<file path="config.mk">
export PLATFORM = sky130hd
export DESIGN_NAME = register_write_arbiter
export DESIGN_NICKNAME = d
export VERILOG_FILES = /design/src/rtl/register_write_arbiter_pkg.sv /design/src/rtl/Register.sv /design/src/rtl/round_robin_select.sv /design/src/rtl/register_write_arbiter.sv
export SDC_FILE = /design/constraint.sdc
export NUM_CORES = 1
export LEC_CHECK = 0
export ABC_AREA = 1
export BUFFER_PORTS_ARGS = -buffer_cell sky130_fd_sc_hd__buf_2
export CORE_MARGIN = 2
export CORE_UTILIZATION = 49
export CTS_CLUSTER_DIAMETER = 200
export DETAILED_ROUTE_END_ITERATION = 6
export PLACE_DENSITY = 0.84
export SYNTH_ARGS = -nofsm -noshare
export SYNTH_HDL_FRONTEND = slang
export SYNTH_SLANG_ARGS = --single-unit
</file>
<file path="constraint.sdc">
create_clock -name clock -period 2.8 [get_ports clock]
set_input_delay 0.14 -clock clock [delete_from_list [all_inputs] [get_ports clock]]
set_output_delay 0.14 -clock clock [all_outputs]
set_load 0.02 [all_outputs]
</file>
<file path="src/rtl/register_write_arbiter_pkg.sv">
// Shared definitions for register_write_arbiter: FSM state encoding and an
// index-width helper used for elaboration-time parameter checks.
package register_write_arbiter_pkg;

    localparam logic [1:0] IDLE   = 2'd0;
    localparam logic [1:0] GRANT  = 2'd1;
    localparam logic [1:0] COMMIT = 2'd2;

    typedef enum logic [1:0] {
        STATE_IDLE   = IDLE,
        STATE_GRANT  = GRANT,
        STATE_COMMIT = COMMIT
    } state_t;

    function automatic int clog2(input int value);
        int width;
        width = 0;
        while ((1 << width) < value) begin
            width = width + 1;
        end
        return width;
    endfunction

endpackage

</file>
<file path="src/rtl/Register.sv">
// Generic enabled storage register with a synchronous clear.
// areset is sampled on the clock edge like clear; callers in this design tie it low.
module Register #(
    parameter int               WIDTH       = 8,
    parameter logic [WIDTH-1:0] RESET_VALUE = '0
) (
    input  logic             clock,
    input  logic             areset,
    input  logic             clear,
    input  logic             clock_enable,
    input  logic [WIDTH-1:0] d,
    output logic [WIDTH-1:0] q
);

    always_ff @(posedge clock) begin
        if (areset || clear) begin
            q <= RESET_VALUE;
        end else if (clock_enable) begin
            q <= d;
        end
    end

endmodule

</file>
<file path="src/rtl/round_robin_select.sv">
// Combinational round-robin picker: first set request bit at or above the
// pointer, wrapping at REQUESTER_COUNT. The parent registers the result.
module round_robin_select #(
    parameter int REQUESTER_COUNT = 4,
    parameter int OWNER_WIDTH     = 2
) (
    input  logic [REQUESTER_COUNT-1:0] requests,
    input  logic [OWNER_WIDTH-1:0]     pointer,
    output logic [OWNER_WIDTH-1:0]     winner,
    output logic                       any_request
);

    logic [OWNER_WIDTH:0] candidate;

    // Walk offsets from farthest to nearest so the nearest requester wins last.
    always_comb begin
        winner      = '0;
        any_request = 1'b0;
        candidate   = '0;
        for (int off = REQUESTER_COUNT - 1; off >= 0; off--) begin
            candidate = {1'b0, pointer} + (OWNER_WIDTH + 1)'(off);
            if (candidate >= (OWNER_WIDTH + 1)'(REQUESTER_COUNT)) begin
                candidate = candidate - (OWNER_WIDTH + 1)'(REQUESTER_COUNT);
            end
            if (requests[candidate[OWNER_WIDTH-1:0]]) begin
                winner      = candidate[OWNER_WIDTH-1:0];
                any_request = 1'b1;
            end
        end
    end

endmodule

</file>
<file path="src/rtl/register_write_arbiter.sv">
// Round-robin arbiter sharing one storage register between several writers.
// Define REGISTER_WRITE_ARBITER_LOCK_EN to add requests_lock for back-to-back writes.
module register_write_arbiter
    import register_write_arbiter_pkg::*;
#(
    parameter int                    WORD_WIDTH      = 8,
    parameter int                    REQUESTER_COUNT = 4,
    parameter logic [WORD_WIDTH-1:0] RESET_VALUE     = '0,
    parameter int                    OWNER_WIDTH     = 2
) (
    input  logic                                  clock,
    input  logic                                  clear,
`ifdef REGISTER_WRITE_ARBITER_LOCK_EN
    input  logic [REQUESTER_COUNT-1:0]            requests_lock,
`endif
    input  logic [REQUESTER_COUNT-1:0]            requests_valid,
    input  logic [REQUESTER_COUNT*WORD_WIDTH-1:0] requests_data,
    output logic [REQUESTER_COUNT-1:0]            requests_ready,
    output logic [WORD_WIDTH-1:0]                 register_out,
    output logic [OWNER_WIDTH-1:0]                register_owner,
    output logic                                  register_updated
);

    if (REQUESTER_COUNT < 2) begin : g_count_check
        $error("register_write_arbiter: REQUESTER_COUNT must be 2 or more");
    end
    if (OWNER_WIDTH != clog2(REQUESTER_COUNT)) begin : g_owner_width_check
        $error("register_write_arbiter: OWNER_WIDTH must equal clog2(REQUESTER_COUNT)");
    end

    state_t                 state_reg, state_next;
    logic [OWNER_WIDTH-1:0] winner_reg, winner_next;
    logic [OWNER_WIDTH-1:0] pointer_reg, pointer_next;
    logic [OWNER_WIDTH-1:0] pointer_after_winner;
    logic [OWNER_WIDTH-1:0] select_winner;
    logic                   select_any;
    logic                   commit_enable;
    logic [WORD_WIDTH-1:0]  data_words [REQUESTER_COUNT];

    for (genvar gi = 0; gi < REQUESTER_COUNT; gi++) begin : g_unpack
        assign data_words[gi] = requests_data[gi*WORD_WIDTH +: WORD_WIDTH];
    end

    round_robin_select #(
        .REQUESTER_COUNT (REQUESTER_COUNT),
        .OWNER_WIDTH     (OWNER_WIDTH)
    ) u_select (
        .requests    (requests_valid),
        .pointer     (pointer_reg),
        .winner      (select_winner),
        .any_request (select_any)
    );

    assign pointer_after_winner = (winner_reg == OWNER_WIDTH'(REQUESTER_COUNT - 1))
                                ? '0 : winner_reg + OWNER_WIDTH'(1);

    always_ff @(posedge clock) begin
        if (clear) begin
            state_reg   <= STATE_IDLE;
            winner_reg  <= '0;
            pointer_reg <= '0;
        end else begin
            state_reg   <= state_next;
            winner_reg  <= winner_next;
            pointer_reg <= pointer_next;
        end
    end

    always_comb begin
        state_next     = state_reg;
        winner_next    = winner_reg;
        pointer_next   = pointer_reg;
        requests_ready = '0;
        commit_enable  = 1'b0;
        case (state_reg)
            STATE_IDLE: begin
                if (select_any) begin
                    winner_next = select_winner;
                    state_next  = STATE_GRANT;
                end
            end
            STATE_GRANT: begin
                requests_ready[winner_reg] = 1'b1;
                // A granted requester that dropped valid is skipped without advancing priority.
                if (requests_valid[winner_reg]) begin
                    commit_enable = 1'b1;
                    state_next    = STATE_COMMIT;
                end else begin
                    state_next = STATE_IDLE;
                end
            end
            STATE_COMMIT: begin
`ifdef REGISTER_WRITE_ARBITER_LOCK_EN
                if (requests_lock[winner_reg] && requests_valid[winner_reg]) begin
                    state_next = STATE_GRANT;
                end else begin
                    pointer_next = pointer_after_winner;
                    state_next   = STATE_IDLE;
                end
`else
                pointer_next = pointer_after_winner;
                state_next   = STATE_IDLE;
`endif
            end
            default: begin
                state_next = STATE_IDLE;
            end
        endcase
    end

    // Storage loads on the GRANT->COMMIT edge so the new word is visible during COMMIT.
    Register #(
        .WIDTH       (WORD_WIDTH),
        .RESET_VALUE (RESET_VALUE)
    ) u_register_out (
        .clock        (clock),
        .areset       (1'b0),
        .clear        (clear),
        .clock_enable (commit_enable),
        .d            (data_words[winner_reg]),
        .q            (register_out)
    );

    Register #(
        .WIDTH       (OWNER_WIDTH),
        .RESET_VALUE ('0)
    ) u_register_owner (
        .clock        (clock),
        .areset       (1'b0),
        .clear        (clear),
        .clock_enable (commit_enable),
        .d            (winner_reg),
        .q            (register_owner)
    );

    assign register_updated = (state_reg == STATE_COMMIT);

endmodule

</file>
# --- Word level (Yosys, flattened, before mapping) ---
# Index checks and enable logic that the tools add are counted.
totals:
  register_bits: 16
  output_inout_bits: 15
  elab_cells: 66
op_classes:
  n_addsub: 8
  magnitude_cmp: 11
  eq_ne: 4
  muxes: 34
  bitwise_logic: 1
  reduce_logical: 3
op_table:
  columns: ["cell", "n"]
  rows:
  - ["2-bit two-way mux", 11]
  - ["8-bit binary-select mux with 2-bit select", 1]
  - ["8-bit two-way mux", 2]
  - ["2-bit by 3-bit < comparator with 1-bit output (second input constant)", 5]
  - ["3-bit >= comparator (second input constant)", 4]
  - ["1-bit two-way mux", 12]
  - ["1-bit binary-select mux with 2-bit select", 5]
  - ["2-bit by 1-bit subtractor with 2-bit output (second input constant)", 4]
  - ["2-bit by 2-bit adder with 3-bit output (second input constant)", 2]
  - ["2-bit equality test (second input constant)", 2]
  - ["4-bit two-way mux", 1]
  - ["2-bit one-hot mux with 2 select lines", 1]
  - ["2-bit by 1-bit adder with 3-bit output (second input constant)", 1]
  - ["2-bit by 3-bit >= comparator with 1-bit output (second input constant)", 1]
  - ["2-bit inverter with 3-bit output", 1]
  - ["2-bit by 1-bit adder with 2-bit output (second input constant)", 1]
  - ["1-bit demux with 2-bit select", 1]
  - ["2-bit by 1-bit equality test with 1-bit output (second input constant)", 1]
  - ["2-bit by 1-bit >= comparator with 1-bit output (second input constant)", 1]
  - ["2-bit logical NOT", 1]
  - ["2-bit inequality test (second input constant)", 1]
  - ["2-bit AND reduction", 1]
  - ["1-bit logical AND", 1]

# --- Longest topological paths before layout ---
# Gate-level depths: netlist (run 1).
logic_depth:
  word_depth: 11
  mapped_depth: 12
  mapped_depth_nobuf: 11

# --- Hierarchy ---
# Synthesis (run 1) repeated with hierarchy kept, for this count alone.
hier_totals:
  cells_unflattened: 209
  hier_area_um2: 1260.0
modules_own_cells:
  columns: ["mod", "n_inst", "cells_per_inst", "area_each_um2", "seq_area_each_um2"]
  rows:
  - ["register_write_arbiter", 1, 101, 598.1, 120.1]
  - ["Register (u_register_out)", 1, 51, 357.8, 160.2]
  - ["round_robin_select", 1, 44, 215.2, 0.0]
  - ["Register (u_register_owner)", 1, 13, 88.8, 40.0]

# --- Worst setup path before layout (run 1) ---
# Ideal clock, no wire load.
synth_path:
  path_kind: "reg2out"
  from: "register winner_reg[0]"
  to: "output requests_ready[0]"
  t_arrival_ns: 1.158
  required_time_ns: 2.660
  setup_slack_ns: 1.502
  stages_incl_launch_ff: 7
  n_path_buf: 2
  path_cell_list: "dfxtp_1 -> buf_6 -> inv_4 -> buf_2 -> ha_1 -> inv_1 -> nor2_1"
synth_between:
  elab_chain_len: 5
synth_lines:
  columns: ["item", "line", "source"]
  rows:
  - ["start, declared", "register_write_arbiter.sv:32", "logic [OWNER_WIDTH-1:0] winner_reg, winner_next;"]
  - ["start signal, assigned", "register_write_arbiter.sv:64", "winner_reg <= winner_next;"]
  - ["2-bit by 3-bit < comparator with 1-bit output (not written as such) / 2-bit by 1-bit >= comparator with 1-bit output (equally long branches)", "register_write_arbiter.sv:83", "requests_ready[winner_reg] = 1'b1;"]
  - ["1-bit logical AND (not written as such)", "register_write_arbiter.sv:83", null]
  - ["1-bit two-way mux (not written as such)", "register_write_arbiter.sv:83", null]
  - ["1-bit demux with 2-bit select (*)", "register_write_arbiter.sv:83", null]
  - ["4-bit two-way mux (*)", "register_write_arbiter.sv:75", "case (state_reg)"]
  - ["end, declared", "register_write_arbiter.sv:18", "output logic [REQUESTER_COUNT-1:0] requests_ready,"]
# Every way passes the cells marked *; elsewhere a longest branch is shown, timed or not.

# --- Final worst setup path (run 1) ---
layout_path:
  from: "register winner_reg[1]"
  to: "register u_register_out.q[4]"
layout_between:
  elab_chain_len: 4
layout_lines:
  columns: ["item", "line", "source"]
  rows:
  - ["1-bit binary-select mux with 2-bit select / 2-bit inverter with 3-bit output (equally long branches)", "register_write_arbiter.sv:85, register_write_arbiter.sv:120", null]
  - ["1-bit two-way mux (not written as such) / 8-bit binary-select mux with 2-bit select (equally long branches)", "register_write_arbiter.sv:85, register_write_arbiter.sv:120", null]
  - ["1-bit two-way mux / 8-bit two-way mux (equally long branches)", "register_write_arbiter.sv:85, register_write_arbiter.sv:120", null]
  - ["1-bit two-way mux / 8-bit two-way mux (equally long branches)", "register_write_arbiter.sv:75, register_write_arbiter.sv:120", null]
  - ["end signal, assigned", "Register.sv:17", "q <= RESET_VALUE;"]
  - ["end signal, assigned", "Register.sv:19", "q <= d;"]
  - ["end, declared", "Register.sv:12", "output logic [WIDTH-1:0] q"]
# Several ways; a longest one is shown, not always the timed one. The select of a mux whose other input is x is not followed.
# A chain may end at the register's enable or synchronous reset.

==> results.json, run 1 <==
{
  "status": "complete, no violations",
  "drive_gt1_share_pct": 28.8,
  "hold_viol_final": 0,
  "r2r_slack_ns": 1.13,
  "p_leak_nw": 0.768,
  "largest_reg_flops": 8,
  "layout.nets": 279,
  "gp_congestion": 0.888,
  "antenna_found_initial": 0,
  "hold_start": "clear",
  "fin_area_sq_mm": 0.00141,
  "synth_cell_types": 20,
  "synth_common_cells": "47 x nor2_1, 33 x nand2_1, 20 x o21ai_0",
  "worst_path_max_delay_cell": "dfxtp_1",
  "min_path_cells": 2,
  "met1_usage_pct": 30.4,
  "vias_per_cell": 5.03,
  "root_buffer": "clkbuf_4",
  "core_sq_mm": 0.00219,
  "cts_tree": "built",
  "drt_iter0_drc": 38,
  "cts_hold_buf": 0,
  "hold_class": "input port to flop",
  "overflow": 0,
  "path_clk_slew_ns": 0.10,
  "synth_most_common_cell": "nor2_1",
  "die_area_sq_mm": 0.00271,
  "syn_area_per_cell_sq_um": 6.06,
  "numPortBuffers": 52,
  "grt_pass1_wl_mm": 4.86,
  "synth_top_area_share_pct": 28.3,
  "grt_pass1_vias": 1192,
  "netlist_instances": 187,
  "track_usage_pct": 23.5,
  "die_y_um": 52.1,
  "ys_ff_latch": 16,
  "synth-seq-area-share_pct": 28.3,
  "pwr-share-comb_pct": 46.0,
  "first_pass_iters": 4,
  "worst_pin_slew_ns": 0.350,
  "end_kind": "flop",
  "rr_worst_depth": 7,
  "critPathArrivalTime_ns": 1.91,
  "finalSetupViolCount": 0,
  "placed_cells": 260,
  "worst_slew_margin_rel_pct": 76.6,
  "clock.fmax_mhz": 597,
  "io_pins": 53,
  "insertedDiodeCount": 0,
  "clock_sinks": 16,
  "required_ns": 3.03,
  "finalCoreUtilization_pct": 64.5,
  "crit_buf_inv": 2,
  "cp_cell_sequence": "inv_2, a21oi_2, o21ai_1, a21oi_2, buf_4, o21ai_1, nor2_1",
  "multiInputGateArea_sq_um": 667,
  "post-route-drc-count": 0,
  "final.setup.tns_ns": 0,
  "clock_latency_ns": 0.29,
  "cpLargestDelayFamily": "compound AO/OA/AOI/OAI gates",
  "die_x_um": 52.1,
  "pwr-share-clk_pct": 18.7,
  "post-cts-setup-buffers": 0,
  "swShare_pct": 42.2,
  "r2r_end": "u_register_out.q[4]",
  "dpl_cell_area_sq_mm": 0.00138,
  "critPathKind": "flop to flop",
  "dpl.hpwl_mm": 2.30,
  "initial_utilization_pct": 51.7,
  "worstReg2RegStart": "winner_reg[1]",
  "drv_slew": 0,
  "fillers": 208,
  "grt_max_degree": 24,
  "layout_setup_ws_ns": 1.13,
  "postRouteAntennaNets": 0,
  "wl_per_cell_um": 10.9,
  "synth.area.top_cells": "dfxtp_1 28%, nor2_1 16%, nand2_1 11%",
  "synth_area_sq_mm": 0.00113,
  "fin_crit_ns": 1.67,
  "postCtsResizedCells": 0,
  "maxCapViolCount": 0,
  "cts_buffers": 3,
  "holdPathEnd": "state_reg[0]",
  "finalClockSkew_ns": 0.00686,
  "setup.worst_path.start_class": "flop",
  "cp_slowest_stage_delay_ns": 0.54,
  "yosys_warnings": 0,
  "synth_top_cell_by_area": "dfxtp_1",
  "power.switching_uw": 352,
  "synth_nets": 229,
  "use_met3_pct": 1.72,
  "largest_register": "u_register_out.q",
  "cts_buffer_depth": 2,
  "timing.critical_path.fanout_max": 13,
  "top_usage_layer": "met2",
  "rows": 17,
  "dp_slack_ns": 1.16,
  "regArea_sq_um": 320,
  "vdd_drop_max_mv": 0.435,
  "rsz0062_at_grt": "no",
  "routed_wl_mm": 2.88,
  "internal_power_uw": 482,
  "async_reset_ff_share_pct": 0,
  "num_vias": 1328,
  "final_cells": 264,
  "use_met2_pct": 41.1,
  "period_share_pct": 59.8,
  "pwr_density_cell_mw_per_mm2": 590,
  "cts-htree-levels": 1,
  "area_delta_synth_final_pct": 24.7,
  "p_seq_share_pct": 35.3,
  "synth_edf_count": 0,
  "synth_top_flop_cell": "dfxtp_1"
}
[cell families after synthesis]
family                     Yosys count  synth area share [%]
adders and majority gates            4                  4.42
and+or+nand+nor                     90                  31.5
AOI/OAI and AO/OA                   48                  23.0
buffers and inverters               29                  12.9
DFF                                 16                  28.3
[worst max-delay path by stage]
stage | from | to | slack, ns | depth (start not counted)
floorplan | winner_reg[0] | requests_ready[0] | 1.50 | 6
global placement | winner_reg[1] | u_register_out.q[6] | 1.24 | 7
detailed placement | winner_reg[1] | u_register_out.q[6] | 1.16 | 7
CTS | winner_reg[1] | u_register_out.q[4] | 1.15 | 7
global route | winner_reg[1] | u_register_out.q[5] | 0.96 | 7
finish | winner_reg[1] | u_register_out.q[4] | 1.13 | 7
[routing by layer]
layer / share of wire [%] / routed length [um] / up-vias
met2: 48 / 1380 / 37
met5: 0 / 0 / -
met4: 0.94 / 27 / 0
li1: - / - / 699
met1: 46 / 1330 / 588
met3: 4.9 / 142 / 4
[final cells by class]
cell class	instances	area share [%]
Multi-Input combinational cell	142	47.2
Clock buffer	4	2.57
Tap cell	28	2.48
Inverter	20	5.66
Timing Repair Buffer	54	19.5
Sequential cell	16	22.7
[cells in the final DEF, fill, tap and decap left out]
cell and instances:
o21ai_0 20, buf_2 52, buf_4 2, nor2_1 47
nand2_1 33, nand3_1 5, o22ai_1 8, ha_1 4
inv_2 3, clkbuf_8 1, nand2_2 3, inv_4 2
clkbuf_4 3, a21oi_2 2, a21oi_1 7, a211oi_1 1
o21ai_1 10, dfxtp_1 16, and2_1 2, inv_1 15
[power groups by stage]
stage,logic [mW],clock network (mW),registers [mW]
6_report,0.383,0.156,0.294
5_1_grt,0.434,0.165,0.299
2_1_floorplan,0.268,0,0.320
3_3_place_gp,0.380,0,0.299
4_1_cts,0.383,0.156,0.294
3_5_place_dp,0.382,0,0.299
[through the flow]
stage                     total power [mW]  hold slack (ns)
final                                0.834           0.0629
after global routing                 0.898           0.0593
after CTS                            0.834           0.0562
after detailed placement             0.680            0.362
after global placement               0.679            0.359
after floorplan                      0.588            0.212
(Power assumes the default switching activity.)
==> inputs of run 2 (changes only) <==
- CORE_UTILIZATION: 49 -> 46
- PLACE_DENSITY: 0.84 -> 0.79
- clock period: 2.8 -> 1.6 ns (I/O delays scaled with it)
==> run 2 against run 1 <==
Effect of this change: via count shrank 0.83%; clock skew fell by 0.0041 ns; critical path type is now flop to output port; critical endpoint is now requests_ready[0]; routed wire length up 2.9%; critical path depth is 1 lower; register-to-register slack lost 0.91 ns.
==> results.json, run 2 (synthesized netlist as in run 1, its figures left out) <==
{
  "worstReg2RegStart": "pointer_reg[1]",
  "layout_setup_ws_ns": 0.110,
  "dr_wl_met2_mm": 1.39,
  "die_area_sq_mm": 0.00288,
  "wl_met3_um": 111,
  "gp_congestion": 0.814,
  "rsz0062_at_grt": "no",
  "track_usage_pct": 23.2,
  "root_buffer": "clkbuf_4",
  "met1_length_mm": 1.44,
  "drv_slew": 0,
  "grt_pass1_vias": 1216,
  "worst_pin_slew_ns": 0.328,
  "required_ns": 1.52,
  "r2r_slack_ns": 0.22,
  "wl_per_cell_um": 11.0,
  "vias_per_cell": 4.88,
  "core_sq_mm": 0.00228,
  "clock_latency_ns": 0.28,
  "p_seq_share_pct": 34.5,
  "clock.fmax_mhz": 671,
  "largest_reg_flops": 8,
  "die_x_um": 53.6,
  "worst_path_max_delay_cell": "dfxtp_2",
  "grt_max_degree": 15,
  "timing.critical_path.fanout_max": 14,
  "critPathKind": "flop to output port",
  "hold_class": "input port to flop",
  "critPathArrivalTime_ns": 1.41,
  "most-common-layout-cells": "52 x buf_2, 47 x nor2_1, 33 x nand2_1",
  "fillers": 218,
  "hold_viol_final": 0,
  "layout.nets": 285,
  "cpLargestDelayFamily": "buffers and inverters",
  "postRouteAntennaNets": 0,
  "cts_tree": "built",
  "hold_ws_ns": 0.192,
  "finalSetupViolCount": 0,
  "initial_utilization_pct": 49.8,
  "crit_buf_inv": 4,
  "drive_gt1_share_pct": 31.0,
  "cts-htree-levels": 1,
  "pwr_density_cell_mw_per_mm2": 1020,
  "overflow": 0,
  "clock_sinks": 16,
  "cts_buffers": 3,
  "pwr-share-clk_pct": 17.7,
  "numPortBuffers": 52,
  "vdd_drop_max_mv": 0.602,
  "post-cts-setup-buffers": 0,
  "antenna_found_initial": 0,
  "swShare_pct": 41.3,
  "routed_wl_mm": 2.97,
  "io_pins": 53,
  "cp.depth": 6,
  "pwr-share-comb_pct": 47.7,
  "finalClockSkew_ns": 0.00273,
  "cp_cell_sequence": "inv_4, buf_4, ha_1, inv_1, nor2_1, buf_2",
  "num_vias": 1317,
  "status": "complete, no violations",
  "power.switching_uw": 618,
  "rows": 17,
  "crit_end": "requests_ready[0]",
  "grt_pass1_wl_mm": 4.94,
  "path_clk_slew_ns": 0.09,
  "dp_slack_ns": 0.164,
  "die_y_um": 53.6,
  "largest_register": "u_register_out.q",
  "drt_iter0_drc": 22,
  "top_layer": "met4",
  "cts_buffer_depth": 2,
  "internal_power_uw": 877,
  "finalCoreUtilization_pct": 64.3,
  "end_kind": "output port",
  "post-route-drc-count": 0,
  "critPathLaunch": "winner_reg[0]",
  "setup.worst_path.start_class": "flop",
  "r2r_end": "winner_reg[1]",
  "period_share_pct": 93.1,
  "final.setup.tns_ns": 0,
  "insertedDiodeCount": 0,
  "p_leak_nw": 0.797,
  "first_pass_iters": 4,
  "maxCapViolCount": 0,
  "area_delta_synth_final_pct": 29.1,
  "fin_crit_ns": 1.49,
  "worst_slew_margin_rel_pct": 78.1,
  "final_common_cell": "buf_2",
  "rr_worst_depth": 11,
  "dpl.hpwl_mm": 2.34,
  "cp_slowest_stage_delay_ns": 0.37
}
==> run 2: cell types whose count changed in the layout (fill, tap and decap cells not counted), sizes merged <==
cell | previous run | this run
buf | 54 | 59
dlygate4sd3 | 0 | 1
==> run 2: area by class of cell <==
class,instances,area [sq um],share of cell area [%]
multi-input cells,142,667,45.6
well taps,28,35.0,2.39
clock buffers,4,36.3,2.48
inverters,20,80.1,5.47
repair buffers,60,323,22.1
flip-flops and latches,16,323,22.1
==> run 2: what timing repair did <==
item                       in CTS  in global routing
hold endpoints to repair        1                  0
setup endpoints to repair       0                  3
resized for setup               0                  2
hold buffers                    1                  0
==> run 2: worst min path at each step <==
stage / start / end / slack (ns) / cells past startpoint
after floorplan: clear / state_reg[0] / 0.15 / 1
after global placement: clear / state_reg[0] / 0.30 / 2
after detailed placement: clear / state_reg[0] / 0.31 / 2
after CTS: requests_data[3] / u_register_out.q[3] / 0.19 / 5
after global routing: requests_data[6] / u_register_out.q[6] / 0.22 / 5
final: requests_data[6] / u_register_out.q[6] / 0.19 / 5
==> run 2: power groups by stage <==
stage	sequential, mW	combinational [mW]	clock [mW]
3_3_place_gp	0.523	0.703	0
2_1_floorplan	0.560	0.469	0
6_report	0.516	0.714	0.265
3_5_place_dp	0.522	0.706	0
4_1_cts	0.514	0.711	0.273
5_1_grt	0.525	0.809	0.298
==> run 2: metrics by stage <==
stage          std cells  area [sq um]  total power, mW
2_1_floorplan        187          1130             1.03
3_5_place_dp         265          1420             1.23
6_report             270          1460             1.50
4_1_cts              270          1460             1.50
3_3_place_gp         265          1420             1.23
5_1_grt              270          1460             1.63
==> run 2: worst register-to-register path, delay by kind of cell (launching register included) <==
family | cells | cell delay, ns
and+or+nand+nor | 10 | 0.75
buffers and inverters | 1 | 0.09
DFF | 1 | 0.44
==> run 2: per-layer routing <==
metal,vias to the layer above,global-route usage [%]
met5,-,0
met4,0,6.84
met3,4,3.06
met2,30,40.1
met1,576,30.1
li1,707,-
==> inputs of run 3 (changes only) <==
- MAX_ROUTING_LAYER: not set -> met4
- PLACE_DENSITY: 0.79 -> not set
- PLACE_DENSITY_LB_ADDON: not set -> 0.1
==> run 3 against run 2 <==
Effect of this change: clock skew grew 0.0034 ns; clock power hardly changed; critical path type unchanged; critical endpoint unchanged; sequential share of layout area rose by 0.17 points.
==> results.json, run 3 (synthesized netlist as in run 1, its figures left out) <==
{
  "r2r_end": "winner_reg[1]",
  "final.setup.tns_ns": 0,
  "timing.critical_path.fanout_max": 21,
  "worst_slew_margin_rel_pct": 79.0,
  "swShare_pct": 42.0,
  "cp_slowest_stage_delay_ns": 0.36,
  "r2r_slack_ns": 0.19,
  "largest_reg_flops": 8,
  "crit_buf_inv": 4,
  "maxCapViolCount": 0,
  "post-cts-setup-buffers": 0,
  "die_x_um": 53.6,
  "wl_per_cell_um": 11.8,
  "critPathKind": "flop to output port",
  "clock_sinks": 16,
  "numPortBuffers": 52,
  "fin_area_sq_mm": 0.00145,
  "p_seq_share_pct": 34.2,
  "worstReg2RegStart": "pointer_reg[1]",
  "hold_ws_ns": 0.243,
  "holdPathEnd": "u_register_out.q[2]",
  "die_area_sq_mm": 0.00288,
  "worst_pin_slew_ns": 0.314,
  "final_common_cell": "buf_2",
  "regArea_sq_um": 323,
  "vdd_drop_max_mv": 0.724,
  "insertedDiodeCount": 0,
  "min_path_cells": 5,
  "finalSetupViolCount": 0,
  "cts_buffers": 3,
  "initial_utilization_pct": 49.8,
  "root_buffer": "clkbuf_4",
  "dpl.hpwl_mm": 2.46,
  "grt_max_degree": 22,
  "drt_iter0_drc": 28,
  "p_leak_nw": 0.788,
  "fin_crit_ns": 1.46,
  "cts_buffer_depth": 2,
  "worst_path_max_delay_cell": "dfxtp_2",
  "pwr-share-comb_pct": 48.0,
  "gp_congestion": 0.841,
  "rsz0062_at_grt": "no",
  "clock.fmax_mhz": 687,
  "dpl_cell_area_sq_mm": 0.00140,
  "power.switching_uw": 631,
  "critPathArrivalTime_ns": 1.38,
  "grt_pass1_vias": 1152,
  "largest_register": "u_register_out.q",
  "drv_slew": 0,
  "cts_tree": "built",
  "setup.worst_path.start_class": "flop",
  "rows": 17,
  "finalClockSkew_ns": 0.00614,
  "postRouteAntennaNets": 0,
  "path_clk_slew_ns": 0.10,
  "cts-htree-levels": 1,
  "fillers": 220,
  "vias_per_cell": 5.16,
  "first_pass_iters": 4,
  "die_y_um": 53.6,
  "grt_pass1_wl_mm": 5.11,
  "io_pins": 53,
  "cpLargestDelayFamily": "buffers and inverters",
  "period_share_pct": 91.0,
  "antenna_found_initial": 0,
  "rr_worst_depth": 11,
  "hold_class": "input port to flop",
  "internal_power_uw": 870,
  "clock_latency_ns": 0.29,
  "required_ns": 1.52,
  "overflow": 0,
  "drive_gt1_share_pct": 30.4,
  "num_vias": 1383,
  "track_usage_pct": 25.2,
  "end_kind": "output port",
  "most-common-layout-cells": "52 x buf_2, 47 x nor2_1, 33 x nand2_1",
  "status": "complete, no violations",
  "pwr_density_cell_mw_per_mm2": 1030,
  "hold_start": "requests_data[2]",
  "post-route-drc-count": 0,
  "layout.nets": 283,
  "multiInputGateArea_sq_um": 667,
  "cp_cell_sequence": "inv_4, buf_6, ha_1, inv_1, nor2_1, buf_2",
  "layout_setup_ws_ns": 0.144,
  "area_delta_synth_final_pct": 28.1,
  "hold_viol_final": 0,
  "pwr-share-clk_pct": 17.8,
  "routed_wl_mm": 3.16,
  "dp_slack_ns": 0.131,
  "core_sq_mm": 0.00228
}
-- run 3: repair_timing --
action                     CTS  global route
hold buffers                 1             0
hold endpoints to repair     2             0
gates resized for setup      0             3
setup endpoints to repair    0             5
-- run 3: worst max path at each step --
| stage | startpoint | slack (ns) | cells past startpoint | end |
|---|---|---|---|---|
| finish | winner_reg[0] | 0.14 | 6 | requests_ready[0] |
| global route | winner_reg[0] | 0.05 | 6 | requests_ready[0] |
| CTS | winner_reg[0] | 0.05 | 6 | requests_ready[0] |
| detailed placement | pointer_reg[0] | 0.13 | 11 | winner_reg[1] |
| global placement | pointer_reg[0] | 0.22 | 10 | winner_reg[0] |
| floorplan | winner_reg[0] | 0.33 | 6 | pointer_reg[1] |
-- run 3: worst register-to-register path, cell delays in order, from the launching register on --
cell and delay, ns:
dfxtp_1 0.44, inv_2 0.10, nand2_1 0.07, nand2_1 0.07, nand2_1 0.09, nand2_1 0.07
nor2_1 0.13, nand2_1 0.08, nand2_2 0.09, nand2_1 0.05, nand2_1 0.06, nor2_1 0.05
-- run 3: per-stage QoR --
step	std cells	total power [mW]	util, %
CTS	268	1.50	63.6
global route	268	1.63	63.8
global placement	263	1.20	61.5
finish	268	1.50	63.8
floorplan	187	1.03	-
detailed placement	263	1.23	61.5
-- run 3: power groups by stage --
stage | clock [mW] | sequential, mW | combinational (mW)
5_1_grt | 0.299 | 0.523 | 0.807
3_3_place_gp | 0 | 0.516 | 0.683
6_report | 0.267 | 0.513 | 0.720
2_1_floorplan | 0 | 0.560 | 0.469
3_5_place_dp | 0 | 0.521 | 0.708
4_1_cts | 0.273 | 0.512 | 0.713
-- run 3: per-layer routing --
layer / GRT usage, % / part of all wire, % / up-vias
met2: 38.9 / 46 / 54
met5: - / 0 / -
met3: 2.78 / 7.2 / 5
met1: 34.5 / 45 / 620
met4: 7.69 / 1.2 / 0
li1: - / - / 704
-- run 3: final cells by class --
class / instances / share of cell area (%)
multi-input combinational: 142 / 45.9
sequential: 16 / 22.2
timing repair buffer: 58 / 21.4
inverter: 20 / 5.51
clock buffer: 4 / 2.50
tap: 28 / 2.41
